<file path="src/rtl/bkg_pkg.sv">
// Shared constants and types for the background tile generator.
package bkg_pkg;

  typedef enum logic [1:0] {
    PAT_STRIPE  = 2'd0,
    PAT_CHECKER = 2'd1,
    PAT_GRID    = 2'd2,
    PAT_SOLID   = 2'd3
  } pat_e;

  localparam logic [2:0] FG_RST = 3'b110;
  localparam logic [2:0] BG_RST = 3'b000;

  // Diagonal stripe: lit where (u + v) mod STRIPE_MOD == STRIPE_PHASE
  localparam int STRIPE_MOD   = 5;
  localparam int STRIPE_PHASE = 2;

endpackage

</file>
<file path="src/rtl/bkg_tile_mask.sv">
// Combinational tile pattern mask from tile-local coordinates.
module bkg_tile_mask
  import bkg_pkg::*;
#(
  parameter int TILE_LOG2 = 4
) (
  input  logic [TILE_LOG2-1:0] u,
  input  logic [TILE_LOG2-1:0] v,
  input  pat_e                 pat,
  output logic                 mask
);

  // One extra bit so the stripe sum does not wrap before the modulus.
  logic [TILE_LOG2:0] uv_sum;
  assign uv_sum = {1'b0, u} + {1'b0, v};

  always_comb begin
    mask = 1'b0;
    case (pat)
      PAT_STRIPE:  mask = ((32'(uv_sum) % STRIPE_MOD) == STRIPE_PHASE);
      PAT_CHECKER: mask = u[TILE_LOG2-1] ^ v[TILE_LOG2-1];
      PAT_GRID:    mask = (u == '0) || (v == '0);
      default:     mask = 1'b1;
    endcase
  end

endmodule

</file>
<file path="src/rtl/bkg_tile_gen.sv">
// Animated procedural background: frame-shadowed controls, per-frame scroll,
// two-stage pixel pipeline (tile coords, then mask + colour mux).
module bkg_tile_gen
  import bkg_pkg::*;
#(
  parameter int TILE_LOG2 = 4,
  parameter int COORD_W   = 10,
  parameter int COLOR_W   = 3
) (
  input  logic               clk,
  input  logic               rst_n,
  input  logic [COORD_W-1:0] px,
  input  logic [COORD_W-1:0] py,
  input  logic               pix_valid,
  input  logic               frame_start,
  input  logic               scroll_en,
  input  logic [3:0]         scroll_dx,
  input  logic [3:0]         scroll_dy,
  input  logic [1:0]         pat_sel,
  input  logic [COLOR_W-1:0] fg_col,
  input  logic [COLOR_W-1:0] bg_col,
  output logic [COLOR_W-1:0] col,
  output logic               col_valid
);

  localparam int STAGES = 2;

  typedef struct packed {
    pat_e                 pat;
    logic [COLOR_W-1:0]   fg;
    logic [COLOR_W-1:0]   bg;
    logic [TILE_LOG2-1:0] u;
    logic [TILE_LOG2-1:0] v;
  } s1_t;

  pat_e                 pat_q;
  logic [COLOR_W-1:0]   fg_q, bg_q;
  logic [TILE_LOG2-1:0] sx, sy;
  logic [STAGES:1]      vld_pipe;
  s1_t                  s1;
  logic                 mask;

  // Steps are 4-bit signed; extend to 8 then keep the low bits for mod-T add.
  logic [7:0] dx_ext, dy_ext;
  assign dx_ext = {{4{scroll_dx[3]}}, scroll_dx};
  assign dy_ext = {{4{scroll_dy[3]}}, scroll_dy};

  always_ff @(posedge clk or negedge rst_n) begin
    if (!rst_n) begin
      pat_q <= PAT_STRIPE;
      fg_q  <= COLOR_W'(FG_RST);
      bg_q  <= COLOR_W'(BG_RST);
      sx    <= '0;
      sy    <= '0;
    end else if (frame_start) begin
      pat_q <= pat_e'(pat_sel);
      fg_q  <= fg_col;
      bg_q  <= bg_col;
      if (scroll_en) begin
        sx <= sx + dx_ext[TILE_LOG2-1:0];
        sy <= sy + dy_ext[TILE_LOG2-1:0];
      end
    end
  end

  // Stage 1 snapshots the shadow state so later frame updates cannot leak in.
  always_ff @(posedge clk or negedge rst_n) begin
    if (!rst_n) begin
      s1       <= '0;
      vld_pipe <= '0;
    end else begin
      s1.pat   <= pat_q;
      s1.fg    <= fg_q;
      s1.bg    <= bg_q;
      s1.u     <= px[TILE_LOG2-1:0] + sx;
      s1.v     <= py[TILE_LOG2-1:0] + sy;
      vld_pipe <= {vld_pipe[STAGES-1:1], pix_valid};
    end
  end

  bkg_tile_mask #(.TILE_LOG2(TILE_LOG2)) u_mask (
    .u    (s1.u),
    .v    (s1.v),
    .pat  (s1.pat),
    .mask (mask)
  );

  always_ff @(posedge clk or negedge rst_n) begin
    if (!rst_n) col <= '0;
    else        col <= vld_pipe[1] ? (mask ? s1.fg : s1.bg) : '0;
  end

  assign col_valid = vld_pipe[STAGES];

endmodule

</file>
<file path="config.mk">
export PLATFORM = sky130hd
export DESIGN_NAME = bkg_tile_gen
export DESIGN_NICKNAME = d
export VERILOG_FILES = /design/src/rtl/bkg_pkg.sv /design/src/rtl/bkg_tile_mask.sv /design/src/rtl/bkg_tile_gen.sv
export SDC_FILE = /design/constraint.sdc
export NUM_CORES = 1
export LEC_CHECK = 0
export ABC_AREA = 1
export BUFFER_PORTS_ARGS = -buffer_cell sky130_fd_sc_hd__clkbuf_2
export CORE_ASPECT_RATIO = 0.7
export CORE_MARGIN = 1
export CORE_UTILIZATION = 30
export CTS_CLUSTER_SIZE = 25
export DETAILED_ROUTE_END_ITERATION = 10
export GPL_TIMING_DRIVEN = 0
export SLEW_MARGIN = 15
export SYNTH_ARGS = -nofsm -noshare
export SYNTH_HDL_FRONTEND = slang
export SYNTH_HIERARCHICAL = 1
export SYNTH_SLANG_ARGS = --single-unit
</file>
<file path="constraint.sdc">
create_clock -name clk -period 4.82 [get_ports clk]
set_input_delay 0 -clock clk [delete_from_list [all_inputs] [get_ports clk]]
set_output_delay 0 -clock clk [all_outputs]
set_load 0.01 [all_outputs]
</file>
* Word-level counts from Yosys, hierarchy flattened *
Index checks and enable logic that the tools add are counted.

word-level totals
  register bits after elaboration = 37
  bits of input ports = 41
  word-level logic and storage cells = 30

operators by class
  add/subtract/negate cells = 5
  div/mod/pow operators = 1
  equality and inequality tests = 3
  muxes and demuxes = 3
  bitwise operators = 1
  reductions and logical operators = 5

operator list
  kind                                                   count
  equality test 32 x 2 -> 1 bit (second input constant)  1
  modulo 5 x 3 -> 32 bit (second input constant)         1
  adder 4 bit                                            4
  zero test 4 bit                                        2
  2-to-1 mux 3 bit                                       2
  adder 4 x 4 -> 5 bit                                   1
  one-hot mux 1 bit (3 select lines)                     1
  equality test 2 x 1 -> 1 bit (second input constant)   1
  equality test 2 bit (second input constant)            1
  zero test 2 bit                                        1
  AND reduction 2 bit                                    1
  logical OR 1 bit                                       1
  XOR 1 bit                                              1

* Depth between registers and ports, before layout *
Gate-level depths: netlist of run 1.

  word-level depth = 6
  mapped depth = 32
  mapped depth without buffers = 32

* Hierarchy *
Netlist of run 1, hierarchy kept.

modules (own cells, without submodules)
  module         instances  cells an instance  area an instance (µm²)
  bkg_tile_gen   1          137                1632.8
  bkg_tile_mask  1          145                879.6

* Worst setup path before layout of run 1 *
OpenSTA, ideal clock, no wires.

  path type = register to register
  from = reg, netlist name s1[4]
  to = reg col[1]
  data arrival time = 3583 ps
  path slack = 1117 ps
  cell stages (with the launch flop) = 28
  buffers on the path = 0
  clock period less this slack = 3703 ps
  cell sequence = dfrtp_1 > ha_1 > fa_1 > inv_1 > nor2_1 > nor2_2 > inv_2 > ha_1 > inv_1 > nand2_4 > nand2_8 > nand3_1 > nand3_4 > nand2_1 > nand2_1 > inv_1 > ha_1 > or2_2 > a21oi_1 > nand3_1 > nand2_1 > nand2_1 > nor2_1 > nand2_1 > nand2_1 > inv_1 > nor2_1 > nor2_1

on the way
  cells in the longest elaborated chain, start to end = 6

ends and longest elaborated chain
  item                                    RTL line             text
  adder 4 x 4 -> 5 bit                    bkg_tile_mask.sv:15  assign uv_sum = {1'b0, u} + {1'b0, v};
  modulo 5 x 3 -> 32 bit                  bkg_tile_mask.sv:20  PAT_STRIPE: mask = ((32'(uv_sum) % STRIPE_MOD) == STRIPE_PHASE);
  equality test 32 x 2 -> 1 bit           bkg_tile_mask.sv:20
  one-hot mux 1 bit (3 select lines) (*)  bkg_tile_mask.sv:19  case (pat)
  named net mask                          bkg_tile_gen.sv:41   logic mask;
  2-to-1 mux 3 bit (*) (2 in series)      bkg_tile_gen.sv:90   else col <= vld_pipe[1] ? (mask ? s1.fg : s1.bg) : '0;
  to (signal assigned)                    bkg_tile_gen.sv:90
  to (decl)                               bkg_tile_gen.sv:22   output logic [COLOR_W-1:0] col,

The timed path passes the listed nets; every way through them passes the cells marked *.
A chain may end at the register's enable or synchronous reset.

* Worst setup path after layout of run 1 *
  from = reg, netlist name s1[4]
  to = reg col[0]

on the way
  cells in the longest elaborated chain, start to end = 6

ends and longest elaborated chain
  item                                    RTL line
  adder 4 x 4 -> 5 bit                    bkg_tile_mask.sv:15
  modulo 5 x 3 -> 32 bit                  bkg_tile_mask.sv:20
  equality test 32 x 2 -> 1 bit           bkg_tile_mask.sv:20
  one-hot mux 1 bit (3 select lines) (*)  bkg_tile_mask.sv:19
  named net mask                          bkg_tile_gen.sv:41
  2-to-1 mux 3 bit (*) (2 in series)      bkg_tile_gen.sv:90

Marked as above.

==> results of run 1 <==
-- timing repair --
item                                    CTS  global route
endpoints found under the setup margin    0             0
hold buffers                             12             0
hold endpoints to repair                 46             0
-- worst reg2reg max path: cells and delay by family, from the launching register on --
family | cells | cell delay [ns]
buf+inv | 6 | 0.59
compound gates | 2 | 0.30
fa+ha+maj | 4 | 1.09
simple gates | 17 | 1.73
flops | 1 | 0.38
-- registers in the layout, indices dropped and copies added, names as in the netlist --
register  count
vld_pipe      2
fg_q          3
pat_q         2
col           3
bg_q          3
sy            4
sx            4
s1           16
-- worst paths after layout --
path / start / end / slack (ns) / cells past startpoint
worst max register to register: s1[4] / col[0] / 0.62 / 29
worst max-delay path: s1[4] / col[0] / 0.62 / 29
worst min-delay path: scroll_dy[0] / sy[0] / 0.04 / 4
min in group asynchronous: rst_n / col[1] / 0.38 / 2
max in group asynchronous: rst_n / s1[6] / 3.88 / 2
worst min register to register: fg_q[0] / s1[11] / 0.37 / 0
-- layout make-up --
type	instances	area, sq um	area share
repair buffers	43	275	0.0895
well taps	101	126	0.0411
multi-input cells	205	1420	0.461
plain buffers	1	11.3	0.00366
clock buffers	5	125	0.0407
inverters	39	156	0.0509
flip-flops and latches	37	928	0.302
clock inverters	2	35.0	0.0114
-- cell families after synthesis --
| family | share of synthesized area |
|---|---|
| simple gates | 0.291 |
| flops | 0.370 |
| buf+inv | 0.0667 |
| fa+ha+maj | 0.144 |
| xor+xnor | 0.0413 |
| compound gates | 0.0478 |
| mux | 0.0388 |
-- layout by cell type, fill, tap and decap left out, drive strengths merged --
master	instances
o211ai	2
bufinv	1
a21oi	6
clkinv	3
nor2	21
xor2	4
nand3	33
nand4	2
fa	5
dlygate4sd3	12
inv	37
nor4	2
dfrtp	35
ha	21
mux2	8
nand2	74
dfstp	2
o21ai	11
nand3b	2
a31oi	1
or2	3
o211a	1
buf	1
clkbuf	36
nor3	2
xnor2	7
-- metal layers --
layer | GRT usage | up-vias
met5 | 0 | -
met1 | 0.160 | 884
met2 | 0.198 | 34
li1 | - | 1011
met4 | 0.0324 | 0
met3 | 0.0224 | 5
-- synth_stat cells, types with 3 or more instances --
cell | n | area [sq um]
mux2_2 | 6 | 67.6
nand3_1 | 28 | 140
o21ai_1 | 3 | 15.0
o21ai_0 | 7 | 35.0
nand3_2 | 4 | 40.0
inv_1 | 32 | 120
ha_1 | 21 | 263
a21oi_1 | 6 | 30.0
fa_1 | 5 | 100
dfrtp_1 | 35 | 876
nand2_4 | 4 | 45.0
nand2_2 | 3 | 18.8
xor2_1 | 3 | 26.3
nor2_1 | 17 | 63.8
inv_2 | 4 | 15.0
nand2_1 | 65 | 244
xnor2_1 | 7 | 61.3
-- per-stage QoR --
| stage | hold WS, ns | setup WS [ns] | instances |
|---|---|---|---|
| 2_1_floorplan | -0.296 | 1.12 | 282 |
| 6_report | 0.0445 | 0.621 | 433 |
| 4_1_cts | 0.0420 | 0.619 | 433 |
| 3_5_place_dp | 0.110 | 0.649 | 414 |
| 3_3_place_gp | 0.108 | 0.760 | 414 |
| 5_1_grt | 0.0462 | 0.152 | 433 |
==> metrics.txt, run 1 <==
status finished clean; Hold Path Class primary input to register; worst path required time around 5.0 ns; final setup fails 0; Rows 27; Max Freq 238 MHz; critical path peak fanout 10; Worst Setup End Kind register; number of port buffers 31; Cell Area, Placed ~2800 sq um; Root Buffer clkbuf_16; post-CTS setup buffer count 0; WL/cell about 11 um; wl on met1 2400 um; Routed WL 4610 um; CP max-delay cell fa_1; clock network latency to the later pin of the worst-skew pair 0.27 ns; first-pass GRT wire length 8460 um; fin nets 399; Post-DRT Antenna Nets 0; Synth Cell Area 2510 sq um; Core Box Area between 7000 and 8000 sq um; Clock Path Buffers 2; FF+latch count, synth 37; largest net degree at the start of global routing 38; CP most frequent cell nand2_1; MaxCap Viol Count 0; Met2 Wirelength 2020 um; sequential element share of the synthesized area 0.370; RSZ-0062 raised after global routing false; Total GRT Usage 0.119; HPWL Detailed 3690 um; Slew @ Worst Pin between 0.8 and 0.9 ns; H-tree levels 2; Async S/R FF share, synth 1.00; Final Cell Area 3070 sq um; Worst slew margin 0.407; Vias slightly below 2,000; Layout Skew 0.00394 ns; # IOs 45; fin util 0.386; Initial DRT Pass Iterations 4; setup TNS 0 ns; syn avg cell area 8.91 sq um; Layout Area Growth over Synthesis 22.4%; RD Place Congestion 0.790; Mapped Cells between 200 and 300; Tcrit/Tclk final 0.871; fill count about 800; TritonCTS clock tree done; cell family with most CP delay simple AND/OR/NAND/NOR gates; CP arrival 4.35 ns; Primary FF master, synth dfrtp_1; Crit path largest cell delay 0.43 ns; path type of the worst setup path register to register; antenna cell count 0; Final Critical Period 4.20 ns; vias in the first global route 1,916; GRT Residual Overflow 0; initial antenna violation count 0; Post-synth EDFFs 0; Final Max Tran Viols 0; Synth cell types 41; layout cells sized above 1 0.238; post-cts sizing count 0; Initial Utilization 0.315; die width ~110 um; # clock sinks 37; Synth warnings 6; clock-pin slew on the worst setup and hold paths approximately 0.050 ns; residual DRC count 0; crit start category register; Buf/Inv on CP 6; CTS Buf Count 5; endpoints failing hold 0; chip height 78.6 um; Mapped Nets around 350; Iteration-0 DRC Markers 36; met3 WL post-DR 137 um; DR top layer met4; Via density about 4.5; die area 8750 sq um
Power of run 1 is left out: the tool's default activity adds up to more than one toggle a clock period on the data nets, which glitch-free logic cannot reach.
==> inputs of run 2 (changes only) <==
REMOVE_ABC_BUFFERS = 1   (was not set)
==> run 2 against run 1 <==
Compared with the run above:
- via count increased by 0.98%
- count of clock-buffer cells in the layout up 1
- cell count is the same
- die area stayed put
- maximum frequency decreased by 1.2%
- setup slack worse by 0.050 ns
- critical path type unchanged
==> metrics.txt, run 2 (synthesized netlist as in run 1, its figures left out) <==
fill count 830; r2r startpoint s1[4]; Initial DRT Pass Iterations 4; HPWL Detailed just under 4000 um; CP endpoint col[2]; FF-to-FF setup slack 0.57 ns; max reg flops 16; Layout Area Growth over Synthesis 21.6%; commonest non-fill, non-tap cell in the layout nand2_1; Routed WL 4760 um; Initial Utilization 0.315; RSZ-0062 raised after global routing false; CP most frequent cell nand2_1; TritonCTS clock tree done; Rows 27; fin util 0.383; commonest cells after routing, fill and taps aside nand2_1 (65), dfrtp_1 (35), inv_1 (32), clkbuf_2 (32), nand3_1 (28); Vias 1,953; path type of the worst setup path register to register; chip height approximately 79 um; # IOs 45; CP max-delay cell fa_1; Core Box Area between 7000 and 8000 sq um; Worst slew margin 0.419; Max Freq 235 MHz; hold path start py[3]; clock network latency to the later pin of the worst-skew pair 0.27 ns; first-pass GRT wire length around 8600 um; Root Buffer clkbuf_16; final setup fails 0; fin nets 399; Crit path largest cell delay 0.44 ns; Final Critical Period 4.25 ns; post-cts hold buffer count 12; layout cells sized above 1 0.238; Reg-to-Reg End col[2]; Hold Path Class primary input to register; crit start category register; CP arrival 4.41 ns; post-cts sizing count 0; Layout Skew 0.00145 ns; worst path required time 4.98 ns; largest net degree at the start of global routing 38; number of port buffers 32; clock-pin slew on the worst setup and hold paths 0.05 ns; Worst Setup End Kind register; setup TNS 0 ns; status finished clean; die width 111 um; largest registers s1 (16), sx (4), sy (4); crit path from s1[4]; Post-DRT Antenna Nets 0; Iteration-0 DRC Markers 27; endpoints failing hold 0; Final Max Tran Viols 0; WL/cell ~11 um; Slew @ Worst Pin 0.871 ns; FF-to-FF path depth 29; GRT Residual Overflow 0; # clock sinks 37; H-tree levels 2; vias in the first global route 1,971; Total GRT Usage 0.122; Tcrit/Tclk final 0.882; RD Place Congestion 0.785; Most flops, register s1; CTS Buf Count 5; residual DRC count 0; die area slightly below 9000 sq um; MaxCap Viol Count 0; antenna cell count 0; critical path peak fanout 10; initial antenna violation count 0; Via density between 4 and 5; post-CTS setup buffer count 0; Clock Path Buffers 2
[run 2: how the worst min path moves through the flow]
| stage | endpoint | slack [ns] | depth (start not counted) |
|---|---|---|---|
| after floorplan | bg_q[0] | -0.30 | 0 |
| after global placement | vld_pipe[1] | 0.11 | 1 |
| after detailed placement | vld_pipe[1] | 0.11 | 1 |
| after CTS | s1[3] | 0.04 | 3 |
| after global routing | s1[3] | 0.07 | 3 |
| final | s1[3] | 0.04 | 3 |
[run 2: stage by stage]
step                std cells  hold WS, ns  instance area, sq um  setup WS, ns
global route              433       0.0699                  3050         0.178
finish                    433       0.0450                  3050         0.570
global placement          414        0.108                  2790         0.761
detailed placement        414        0.110                  2790         0.642
CTS                       433       0.0405                  3050         0.607
floorplan                 281       -0.296                  2500          1.12
[run 2: layer usage]
| metal | wire length [um] | GRT usage | vias up |
|---|---|---|---|
| met3 | 138 | 0.0270 | 2 |
| li1 | - | - | 1008 |
| met2 | 2170 | 0.195 | 34 |
| met4 | 15 | 0.0365 | 0 |
| met1 | 2430 | 0.164 | 909 |
| met5 | 0 | 0 | - |
[run 2: final cells by class]
type	instances	area, sq um	area share
clock buffer	6	139	0.0455
tap	101	126	0.0414
timing repair buffer	44	280	0.0918
multi-input combinational	205	1420	0.464
sequential	37	928	0.304
clock inverter	1	7.51	0.00246
inverter	39	156	0.0512
[run 2: critical path, delay by kind of cell (launching register included)]
family,cells,cell delay (ns)
and+or+nand+nor,17,1.76
buffers and inverters,6,0.61
AOI/OAI and AO/OA,2,0.30
DFF,1,0.38
adders and majority gates,4,1.11
Power of run 2 is left out for the same reason.
